[config.mk]
export PLATFORM = sky130hd
export DESIGN_NAME = tx_frame_ctrl
export DESIGN_NICKNAME = d
export VERILOG_FILES = /design/src/rtl/tx_frame_ctrl.sv
export SDC_FILE = /design/constraint.sdc
export NUM_CORES = 1
export LEC_CHECK = 0
export BUFFER_PORTS_ARGS = -buffer_cell sky130_fd_sc_hd__buf_2
export CAP_MARGIN = 25
export CELL_PAD_IN_SITES_DETAIL_PLACEMENT = 1
export CELL_PAD_IN_SITES_GLOBAL_PLACEMENT = 2
export CORE_ASPECT_RATIO = 1.2
export CORE_MARGIN = 4
export CORE_UTILIZATION = 24
export CTS_BUF_LIST = sky130_fd_sc_hd__clkbuf_8
export DETAILED_ROUTE_END_ITERATION = 7
export PLACE_DENSITY = 0.75
export SYNTH_ARGS = -nofsm -noshare
export SYNTH_HDL_FRONTEND = slang
export SYNTH_SLANG_ARGS = --single-unit
[constraint.sdc]
create_clock -name i_clk -period 5.38 [get_ports i_clk]
set_clock_uncertainty 0.1 [all_clocks]
set_input_delay 0.538 -clock i_clk [delete_from_list [all_inputs] [get_ports i_clk]]
set_output_delay 0.538 -clock i_clk [all_outputs]
set_load 0.005 [all_outputs]
[src/rtl/tx_frame_ctrl.sv]
// Transmit frame controller: accepts one message, then sequences load, chip and
// bit-shift strobes for the spreading modulator until the frame completes or aborts.
module tx_frame_ctrl #(
  parameter int MSG_WIDTH = 32
) (
  input  logic                 i_clk,
  input  logic                 i_arst_n,
  input  logic                 i_msg_valid,
  output logic                 o_msg_ready,
  input  logic [MSG_WIDTH-1:0] i_msg,
  input  logic [1:0]           i_spreading_factor,
  input  logic                 i_abort,
  output logic [MSG_WIDTH-1:0] o_msg,
  output logic [1:0]           o_spreading_factor,
  output logic                 o_load_msg,
  output logic                 o_shift_bit,
  output logic [4:0]           o_chip_idx,
  output logic                 o_chaos_en,
  output logic                 o_tx_valid,
  output logic                 o_frame_done,
  output logic                 o_busy
);

  localparam int BIT_W = $clog2(MSG_WIDTH);
  localparam logic [BIT_W-1:0] BIT_LAST = BIT_W'(MSG_WIDTH - 1);

  localparam logic [1:0] S_IDLE = 2'd0;
  localparam logic [1:0] S_LOAD = 2'd1;
  localparam logic [1:0] S_SEND = 2'd2;
  localparam logic [1:0] S_DONE = 2'd3;

  logic [1:0]       state, state_nxt;
  logic [4:0]       chip_cnt;
  logic [BIT_W-1:0] bit_cnt;
  logic [4:0]       chip_last;
  logic             sym_end;
  logic             accept;

  // Symbol length is 2*SF chips: 4 << sf, decoded only from the latched SF.
  assign chip_last = 5'((6'd4 << o_spreading_factor) - 6'd1);
  assign sym_end   = (state == S_SEND) && (chip_cnt == chip_last);
  assign accept    = (state == S_IDLE) && i_msg_valid && !i_abort;

  always_comb begin
    state_nxt = state;
    if (i_abort) begin
      state_nxt = S_IDLE;
    end else begin
      case (state)
        S_IDLE:  if (i_msg_valid) state_nxt = S_LOAD;
        S_LOAD:  state_nxt = S_SEND;
        S_SEND:  if (sym_end && (bit_cnt == BIT_LAST)) state_nxt = S_DONE;
        default: state_nxt = S_IDLE;
      endcase
    end
  end

  always_ff @(posedge i_clk or negedge i_arst_n) begin
    if (!i_arst_n) begin
      state              <= S_IDLE;
      chip_cnt           <= '0;
      bit_cnt            <= '0;
      o_msg              <= '0;
      o_spreading_factor <= '0;
    end else begin
      state <= state_nxt;
      if (accept) begin
        o_msg              <= i_msg;
        o_spreading_factor <= i_spreading_factor;
      end
      if (i_abort || (state != S_SEND)) begin
        chip_cnt <= '0;
        bit_cnt  <= '0;
      end else if (sym_end) begin
        chip_cnt <= '0;
        if (bit_cnt != BIT_LAST) bit_cnt <= bit_cnt + 1'b1;
      end else begin
        chip_cnt <= chip_cnt + 5'd1;
      end
    end
  end

  // Strobes that would commit work downstream are masked in an abort cycle.
  assign o_msg_ready  = (state == S_IDLE);
  assign o_busy       = (state != S_IDLE);
  assign o_load_msg   = (state == S_LOAD) && !i_abort;
  assign o_shift_bit  = sym_end && !i_abort;
  assign o_tx_valid   = (state == S_SEND);
  assign o_chaos_en   = (state == S_SEND);
  assign o_chip_idx   = (state == S_SEND) ? chip_cnt : 5'd0;
  assign o_frame_done = (state == S_DONE) && !i_abort;

endmodule

After elaboration in Yosys (flattened, before gate mapping)
Index checks and enable logic that the tools add are counted.
{ "classes": {"addsub": 3, "eq_ne": 9, "shift": 1, "n_mux": 10, "n_reduce_logical": 15} }
{ "ops": {"columns": ["operator", "count"], "rows": [
  ["5-bit 2-to-1 mux", 6],
  ["5-bit by 1-bit adder with 5-bit output, second input constant", 2],
  ["1-bit logical AND", 7],
  ["2-bit 2-to-1 mux", 3],
  ["3-bit by 2-bit inequality test with 1-bit output, second input constant", 2],
  ["2-bit case mux with 3 select lines", 1],
  ["2-bit nonzero test", 3],
  ["5-bit equality test", 1],
  ["5-bit equality test, second input constant", 1],
  ["5-bit inequality test, second input constant", 1],
  ["3-bit by 2-bit left shift with 5-bit output, first input constant", 1],
  ["5-bit by 1-bit subtractor with 5-bit output, second input constant", 1],
  ["2-bit equality test, second input constant", 2],
  ["2-bit AND reduction", 2],
  ["2-bit by 1-bit equality test with 1-bit output, second input constant", 1],
  ["2-bit logical NOT", 1],
  ["2-bit inequality test, second input constant", 1],
  ["1-bit logical NOT", 1],
  ["1-bit logical OR", 1]
]} }
{ "word_totals": {"ff_bits": 46, "inputBits": 38, "out_inout_bits": 46, "elab_cells": 43} }

Depth between registers and ports, before layout
Gate-level depths: netlist of run 1.
{ "depth": {"depth_word": 8, "depth_mapped": 8, "depth_no_buf": 7} }

Least setup slack after synthesis of run 1
No wires, ideal clock.
{ "synth_path": {"kind": "flip-flop to output port", "from": "register state[0]", "to": "output port o_shift_bit", "arrival_time_ns": 1.535, "required_time_ns": 4.742, "slack_ns": 3.207, "path_stages_with_launch": 8, "n_path_buf": 1, "path_cell_list": "dfrtp_1 inv_1 ha_1 nand2_1 o22ai_4 and2_4 buf_6 nor2b_1"} }
{ "synth_via": {"elab_chain_len": 3} }
{ "synth_lines": {"columns": ["item", "line_no", "rtl"], "rows": [
  ["start: declaration", "32", "logic [1:0] state, state_nxt;"],
  ["start signal: assignment", "66", "state <= state_nxt;"],
  ["2-bit equality test", null, null],
  ["via o_chaos_en", "18", "output logic o_chaos_en,"],
  ["1-bit logical AND", "41", "assign sym_end = (state == S_SEND) && (chip_cnt == chip_last);"],
  ["1-bit logical AND", "87", "assign o_shift_bit = sym_end && !i_abort;"],
  ["end: declaration", "16", "output logic o_shift_bit,"]
]} }
The timed path passes the listed nets, and every way through them passes these cells.

Worst setup path after layout of run 1
{ "layout_path": {"from": "register state[0]", "to": "output port o_shift_bit"} }
{ "layout_via": {"elab_chain_len": 3} }
{ "layout_lines": {"columns": ["item", "line_no"], "rows": [
  ["2-bit equality test", "41"],
  ["1-bit logical AND", "41"],
  ["1-bit logical AND", "87"]
]} }
No other way between the ends.

==> results.yml, run 1 <==
timing:
  tns_ps: 0
  setup_viol: 0
  rsz0062_at_grt: "false"
  fmax_mhz: 343
  maxSlewHeadroom_pct: 53.3
  slew_viol_final: 0
  hold_violations: 0
  min_period_ps: 2910
  hold_slack_ps: 185
  tightest_slew_ps: 701
  fin_crit_sh_pct: 54.1
  worst_slack_ps: 2470
logic_synthesis:
  syn_area_um2: 2140
  syn-num-nets: 211
  postSynthCellCount: 166
  ys_ff_latch: 46
  synth_ff_type: "dfrtp_1"
  yosysUniqueCellTypes: 42
  yosysSeqAreaShare_pct: 53.7
  async_flop_share_pct: 100
  synth_edf_count: 0
  syn_avg_cell_area_um2: 12.9
  yosysWarningCount: 0
power:
  ir_worst_vdd_mv: 0.152
  power_density_nw_per_um2: 458
  p_leak_nw: 1.36
cells_and_area:
  nets: 295
  n_antenna_cell: 0
  utilization_pct: 32.1
  drive_gt1_share_pct: 54.2
  syn_to_final_growth_pct: 29.7
  n_fill_cell: 1013
  layout.cells.most_common: "buf_2"
  layout_common_cells: "83 x buf_2, 46 x dfrtp_1, 34 x mux2_2"
placed_design:
  gp_congestion: 0.769
  dpl.hpwl_um: 3890
  portBuffers: 83
  pre_cts_ws_ps: 2740
clock_network:
  postCtsHoldBufs: 0
  htree_levels: 2
  cts.sinks: 46
  root_buffer: "clkbuf_8"
  worstSkewPairLatency_ps: 290
  path_clk_slew_ps: 90
  cts_setup_buffers: 0
  cts_made_buffers: 5
  cts_resized: 0
  clock_path_buffers: 2
  cts_tree: "yes"
die:
  fp.coreArea_um2: 8660
  die_x_um: 94.3
  ios: 84
  start_util_pct: 24.8
  die_y_um: 112
  row_count: 37
  dieArea_um2: 10500
worst_setup_path:
  reg2reg_from: "state[0]"
  worstPathRequired_ps: 4740
  crit_type: "register to primary output"
  critPathLaunch: "state[0]"
  critical-path-slowest-cell: "dfrtp_1"
  worstSetupStartpointType: "register"
  crit_chain: "inv_1 -> ha_1 -> nand2_1 -> o22ai_4 -> and2_4 -> nor2b_1 -> buf_2"
  arrival_ps: 2270
  slowest_delay_ps: 440
  critPathMaxFanout: 14
  endpoint_kind: "primary output"
detailed_routing:
  post_drt_wl_per_cell_um: 14.2
  vias: 1611
  wl_um: 5230
  viasPerCell: 4.38
  drc_errors: 0
  ant_nets: 0
  dr.pass1.iters: 2
  drt-initial-drc-count: 27
global_route:
  grt_overflow_total: 0
  grt_max_degree: 35
  antenna_found_initial: 0
  grt_pass1_wl_um: 8980
  grt_usage_pct: 10.6
  grt_pass1_vias: 1833
status:
  outcome: "completed"
hold_path:
  min_path_type: "input port to asynchronous set/reset pin"
flow_run:
  cap_violations: 0
-- registers in the layout (all words and copies together), names as in the netlist --
name                flops
chip_cnt                5
state                   2
bit_cnt                 5
o_spreading_factor      2
o_msg                  32
-- report_power, final --
group	internal [mW]	switching [mW]
sequential	0.485	0.0784
clock	0.0900	0.117
combinational	0.282	0.220
-- cell families (layout without fill, tap and decap cells) --
logic type,Yosys count,after routing,share of synthesized area [%]
DFF,46,46,53.7
and+or+nand+nor,46,46,12.5
muxes,35,35,18.3
AOI/OAI and AO/OA,17,17,7.35
buffers and inverters,12,97,2.86
adders and majority gates,7,7,4.08
xor gates and xnor gates,3,3,1.23
-- path summary, 6_finish.rpt --
| check | endpoint | slack, ps | cells after the start |
|---|---|---|---|
| worst max-delay path | o_shift_bit | 2470 | 7 |
| worst max register to register | bit_cnt[1] | 3230 | 6 |
| worst min-delay path | o_msg[9] | 180 | 1 |
| worst min register to register | chip_cnt[0] | 390 | 1 |
| min in group i_clk | o_msg[10] | 370 | 2 |
| max in group asynchronous | o_msg[31] | 4450 | 2 |
-- final cells by class --
class	count	area (µm²)	share of cell area (%)
flip-flops and latches	46	1150	41.4
clock inverters	3	17.5	0.630
inverters	4	15.0	0.540
clock buffers	5	68.8	2.47
repair buffers	85	450	16.2
well taps	117	146	5.26
multi-input cells	108	932	33.5
-- metrics by stage --
stage	total power [mW]	area, µm²	std cells
2_1_floorplan	0.851	2140	166
3_3_place_gp	1.07	2670	359
3_5_place_dp	1.09	2700	360
4_1_cts	1.31	2780	368
5_1_grt	1.39	2780	368
6_report	1.27	2780	368
-- worst max-delay path, delay by kind of cell (launching register included) --
| kind | cells | cell delay [ps] |
|---|---|---|
| and+or+nand+nor | 3 | 590 |
| AOI/OAI and AO/OA | 1 | 310 |
| DFF | 1 | 440 |
| buffers and inverters | 2 | 240 |
| adders and majority gates | 1 | 400 |
-- synthesized netlist by cell type (3+ instances only) --
library cell,count,area [µm²]
nand3_1,4,20.0
ha_1,7,87.6
nor2_1,3,11.3
dfrtp_1,46,1150
inv_1,3,11.3
a31oi_1,4,25.0
nand2b_1,3,18.8
mux2_2,34,383
nor3_1,5,25.0
nand2_1,9,33.8
nor2b_1,5,31.3
buf_2,4,20.0
and2_1,4,25.0
-- layer usage --
layer	wire length, µm	GRT usage, %
met1	2110	12.7
met2	2770	18.2
met3	320	3.11
met4	26	2.79
met5	0	0
Power figures use the tool's default switching activity.
==> inputs of run 2 (changes only) <==
Settings changed: PLACE_DENSITY 0.75 to 0.77.
Clock period 5.38 ns to 2.6 ns, I/O delays scaled along.
==> results.yml, run 2 (same netlist as run 1, synthesis figures left out) <==
global_route:
  grt_pass1_wl_um: 8540
  grt_usage_pct: 10.2
  grt_pass1_vias: 1777
  grt_max_degree: 35
  grt_overflow_total: 0
  antenna_found_initial: 0
placed_design:
  dpl.hpwl_um: 3800
  gp_congestion: 0.812
  portBuffers: 83
power:
  ir_worst_vdd_mv: 0.364
  power_density_nw_per_um2: 949
  p_leak_nw: 1.36
worst_setup_path:
  worstPathRequired_ps: 2240
  reg2reg_from: "bit_cnt[0]"
  crit_type: "register to primary output"
  arrival_ps: 1960
  rr_worst_depth: 7
  rrSetupSlack_ps: 680
  worstSetupStartpointType: "register"
  r2r_end: "bit_cnt[3]"
  endpoint_kind: "primary output"
  critPathMaxFanout: 12
clock_network:
  htree_levels: 2
  root_buffer: "clkbuf_8"
  cts_made_buffers: 5
  cts_resized: 0
  clock_path_buffers: 2
  cts_tree: "yes"
  cts_setup_buffers: 0
  worstSkewPairLatency_ps: 290
  postCtsHoldBufs: 1
  cts.sinks: 46
  path_clk_slew_ps: 90
die:
  die_y_um: 112
  dieArea_um2: 10500
  start_util_pct: 24.8
  row_count: 37
  fp.coreArea_um2: 8660
  die_x_um: 94.3
  ios: 84
status:
  outcome: "completed"
detailed_routing:
  dr.pass1.iters: 4
  viasPerCell: 4.42
  drc_errors: 0
  vias: 1637
  post_drt_wl_per_cell_um: 14.0
  ant_nets: 0
  drt-initial-drc-count: 24
  wl_um: 5190
timing:
  tns_ps: 0
  hold_slack_ps: 88.9
  fmax_mhz: 432
  hold_violations: 0
  tightest_slew_ps: 673
  slew_viol_final: 0
  maxSlewHeadroom_pct: 55.1
  min_period_ps: 2320
  rsz0062_at_grt: "false"
  setup_viol: 0
  fin_crit_sh_pct: 89.1
cells_and_area:
  drive_gt1_share_pct: 54.2
  reg_top3: "o_msg: 32 flops, bit_cnt: 5 flops, chip_cnt: 5 flops"
  syn_to_final_growth_pct: 29.6
  largest_reg_flops: 32
  n_antenna_cell: 0
  largest_register: "o_msg"
  layout_common_cells: "83 x buf_2, 46 x dfrtp_1, 34 x mux2_2"
  nets: 298
  layout.cells.most_common: "buf_2"
hold_path:
  whs_endpoint: "o_msg[1]"
  hp-start: "i_msg[1]"
  min_path_type: "input port to register"
  hold_depth: 2
flow_run:
  cap_violations: 0
## run 2: final cells by class
class / count / area, µm²
fill: 987 / 5880
tap: 117 / 146
clock buffer: 5 / 68.8
multi-input combinational: 108 / 932
inverter: 4 / 15.0
clock inverter: 2 / 11.3
sequential: 46 / 1150
timing repair buffer: 88 / 455
## run 2: where the power goes
part	internal [mW]	leakage (nW)	switching [mW]
registers	1.00	0.566	0.165
logic	0.592	0.748	0.458
clock network	0.181	0.0414	0.237
total	1.78	1.36	0.860
## run 2: worst max-delay path, stage by stage, from the launching register on
cell	delay, ps
dfrtp_1	440
inv_1	120
ha_1	200
nand2_1	100
o22ai_4	280
and2_4	290
nor2b_1	140
buf_2	110
## run 2: worst max path at each step
stage                  start          end  slack (ps)  depth (start not counted)
global route        state[0]  o_shift_bit         130                          7
detailed placement  state[0]  o_shift_bit         580                          7
floorplan           state[0]  o_shift_bit         700                          7
global placement    state[0]  o_shift_bit         600                          7
CTS                 state[0]  o_shift_bit         250                          7
finish              state[0]  o_shift_bit         280                          7
## run 2: per-layer routing
| metal | wire length [µm] | GRT usage, % | up-vias | share of wire [%] |
|---|---|---|---|---|
| li1 | - | - | 758 | - |
| met1 | 2200 | 13.0 | 813 | 42 |
| met2 | 2610 | 16.7 | 60 | 50 |
| met3 | 331 | 2.84 | 6 | 6.4 |
| met4 | 44 | 2.99 | 0 | 0.85 |
| met5 | 0 | 0 | - | 0 |
## run 2: through the flow
step | std cells | setup WS [ps] | area [µm²] | power, mW | util, %
2_1_floorplan | 166 | 705 | 2140 | 1.76 | -
3_3_place_gp | 362 | 597 | 2690 | 2.23 | 31.1
3_5_place_dp | 362 | 578 | 2690 | 2.26 | 31.1
4_1_cts | 370 | 248 | 2780 | 2.70 | 32.1
5_1_grt | 370 | 132 | 2780 | 2.86 | 32.1
6_report | 370 | 283 | 2780 | 2.64 | 32.1
==> inputs of run 3 (changes only) <==
Settings changed: ABC_AREA set to 1, PLACE_DENSITY 0.77 to 0.78.
==> results.yml, run 3 <==
logic_synthesis:
  syn_avg_cell_area_um2: 11.7
  synth_edf_count: 0
  synth_ff_type: "dfrtp_1"
  yosysTopAreaCellShare_pct: 52.5
  yosysWarningCount: 0
  yosysUniqueCellTypes: 23
  async_flop_share_pct: 100
  syn-num-nets: 232
  postSynthCellCount: 187
  syn_area_um2: 2190
  synth_largest_area_cell: "dfrtp_1"
  ys_ff_latch: 46
  yosysMostFrequentCell: "dfrtp_1"
  synthTopCellsByArea: "dfrtp_1 53%, mux2_4 18%, nand2_1 4.6%, ha_1 4.0%, inv_1 3.9%"
  ys_top_cells_by_count: "46 x dfrtp_1, 27 x nand2_1, 26 x mux2_4, 23 x inv_1"
  yosysSeqAreaShare_pct: 52.5
clock_network:
  cts_resized: 0
  root_buffer: "clkbuf_8"
  cts.sinks: 46
  htree_levels: 2
  cts_tree: "yes"
  worstSkewPairLatency_ps: 300
  cts_setup_buffers: 0
  cts_made_buffers: 5
  clock_path_buffers: 2
  path_clk_slew_ps: 90
worst_setup_path:
  rr_worst_depth: 5
  crit_type: "register to primary output"
  reg2reg_from: "state[0]"
  worstSetupStartpointType: "register"
  rrSetupSlack_ps: 520
  worstPathRequired_ps: 2240
  crit_chain: "inv_1 -> ha_1 -> nand2_1 -> nor2_2 -> nand3_2 -> nor2_1 -> buf_2"
  critPathTopFamily: "simple AND/OR/NAND/NOR gates"
  critPathMaxFanout: 9
  worst-path-buf-inv: 2
  critical-path-slowest-cell: "dfrtp_1"
  arrival_ps: 1800
  slowest_delay_ps: 440
  endpoint_kind: "primary output"
  r2r_end: "o_msg[14]"
power:
  share_comb_of_total_power_pct: 39.9
  p_leak_nw: 1.57
  p_total_mw: 2.80
  power_density_nw_per_um2: 981
  seqPwrFrac_pct: 42.5
  p_switching_mw: 0.895
  swShare_pct: 32.0
  p_int_mw: 1.91
  ir_worst_vdd_mv: 0.440
  clockPowerShare_pct: 17.6
placed_design:
  portBuffers: 83
  gp_congestion: 0.711
  placedInstanceArea_um2: 2740
  place_inst: 385
  dpl.hpwl_um: 4060
cells_and_area:
  layout_common_cells: "83 x buf_2, 46 x dfrtp_1, 27 x nand2_1"
  seqCellArea_um2: 1150
  final_cells: 394
  finalInstanceArea_um2: 2860
  n_antenna_cell: 0
  multi_input_area_um2: 910
  reg_top3: "o_msg: 32 flops, bit_cnt: 5 flops, chip_cnt: 5 flops"
  drive_gt1_share_pct: 46.9
  layout.cells.most_common: "buf_2"
  nets: 321
  syn_to_final_growth_pct: 30.3
  largest_register: "o_msg"
  largest_reg_flops: 32
  n_fill_cell: 1021
global_route:
  grt_overflow_total: 0
  grt_usage_pct: 10.3
  antenna_found_initial: 0
  grt_max_degree: 26
  grt_pass1_vias: 1827
  grt_pass1_wl_um: 8870
timing:
  hold_violations: 0
  maxSlewHeadroom_pct: 64.0
  fmax_mhz: 464
  min_period_ps: 2160
  rsz0062_at_grt: "false"
  fin_crit_sh_pct: 83.0
  slew_viol_final: 0
  tns_ps: 0
  tightest_slew_ps: 539
  setup_viol: 0
die:
  ios: 84
  start_util_pct: 25.1
  die_x_um: 95.2
  fp.coreArea_um2: 8750
  row_count: 37
  dieArea_um2: 10700
  die_y_um: 113
hold_path:
  hp-start: "i_msg[3]"
  min_path_type: "input port to register"
  hold_depth: 2
  whs_endpoint: "o_msg[3]"
detailed_routing:
  drc_errors: 0
  wl_um: 5190
  viasPerCell: 4.11
  vias: 1619
  ant_nets: 0
  dr.pass1.iters: 2
  post_drt_wl_per_cell_um: 13.2
  drt-initial-drc-count: 31
flow_run:
  cap_violations: 0
status:
  outcome: "completed"
-- run 3: repair_timing --
action,in CTS,in global routing
endpoints found under the hold margin,21,0
hold buffers,1,0
setup endpoints to repair,0,0
-- run 3: layout make-up --
| cell class | instances | share of cell area (%) |
|---|---|---|
| clock buffer | 7 | 3.37 |
| multi-input combinational | 113 | 31.9 |
| timing repair buffer | 86 | 15.9 |
| sequential | 46 | 40.3 |
| tap | 117 | 5.13 |
| clock inverter | 1 | 0.307 |
| inverter | 24 | 3.16 |
-- run 3: worst register-to-register path, cell delays in order (launching register included) --
cell and delay [ps]:
dfrtp_1 430, inv_1 90, ha_1 270, nand3_4 310, buf_4 380, mux2_2 380
-- run 3: worst max path at each step --
stage | startpoint | endpoint | slack [ps] | cells past startpoint
6_report | state[0] | o_shift_bit | 440 | 7
5_1_grt | state[0] | o_shift_bit | 250 | 7
4_1_cts | state[0] | o_shift_bit | 380 | 7
3_5_place_dp | state[0] | o_msg[14] | 520 | 5
3_3_place_gp | state[0] | o_msg[14] | 600 | 5
2_1_floorplan | state[0] | state[0] | 1020 | 9
-- run 3: power groups by stage --
| stage | clock network [mW] | registers, mW | logic [mW] |
|---|---|---|---|
| after global placement | 0 | 1.19 | 1.12 |
| after CTS | 0.514 | 1.20 | 1.15 |
| after floorplan | 0 | 1.20 | 0.665 |
| after detailed placement | 0 | 1.20 | 1.15 |
| after global routing | 0.540 | 1.24 | 1.23 |
| final | 0.491 | 1.19 | 1.12 |
-- run 3: cells by family (layout without fill, tap and decap cells) --
family | after synthesis | in the layout | share of synthesized area [%]
adder cells (fa/ha/maj) | 7 | 7 | 4.00
AO/OA/AOI/OAI | 4 | 4 | 0.970
flip-flops | 46 | 46 | 52.5
AND/OR/NAND/NOR | 66 | 66 | 14.0
XOR/XNOR | 4 | 4 | 1.60
multiplexers | 32 | 32 | 20.9
buffers and inverters | 28 | 118 | 5.99
-- run 3: layer usage --
layer | vias to the layer above | track usage [%] | routed length (µm)
li1 | 774 | - | -
met1 | 792 | 12.9 | 2240
met2 | 47 | 17.3 | 2600
met3 | 6 | 2.66 | 290
met4 | 0 | 3.18 | 61
met5 | - | 0 | 0
-- run 3: per-stage QoR --
step	util, %	worst slack (ps)	hold slack (ps)
5_1_grt	32.6	254	65.9
4_1_cts	32.6	377	67.2
6_report	32.6	443	79.6
3_5_place_dp	31.3	521	180
3_3_place_gp	31.1	597	386
2_1_floorplan	-	1020	-136
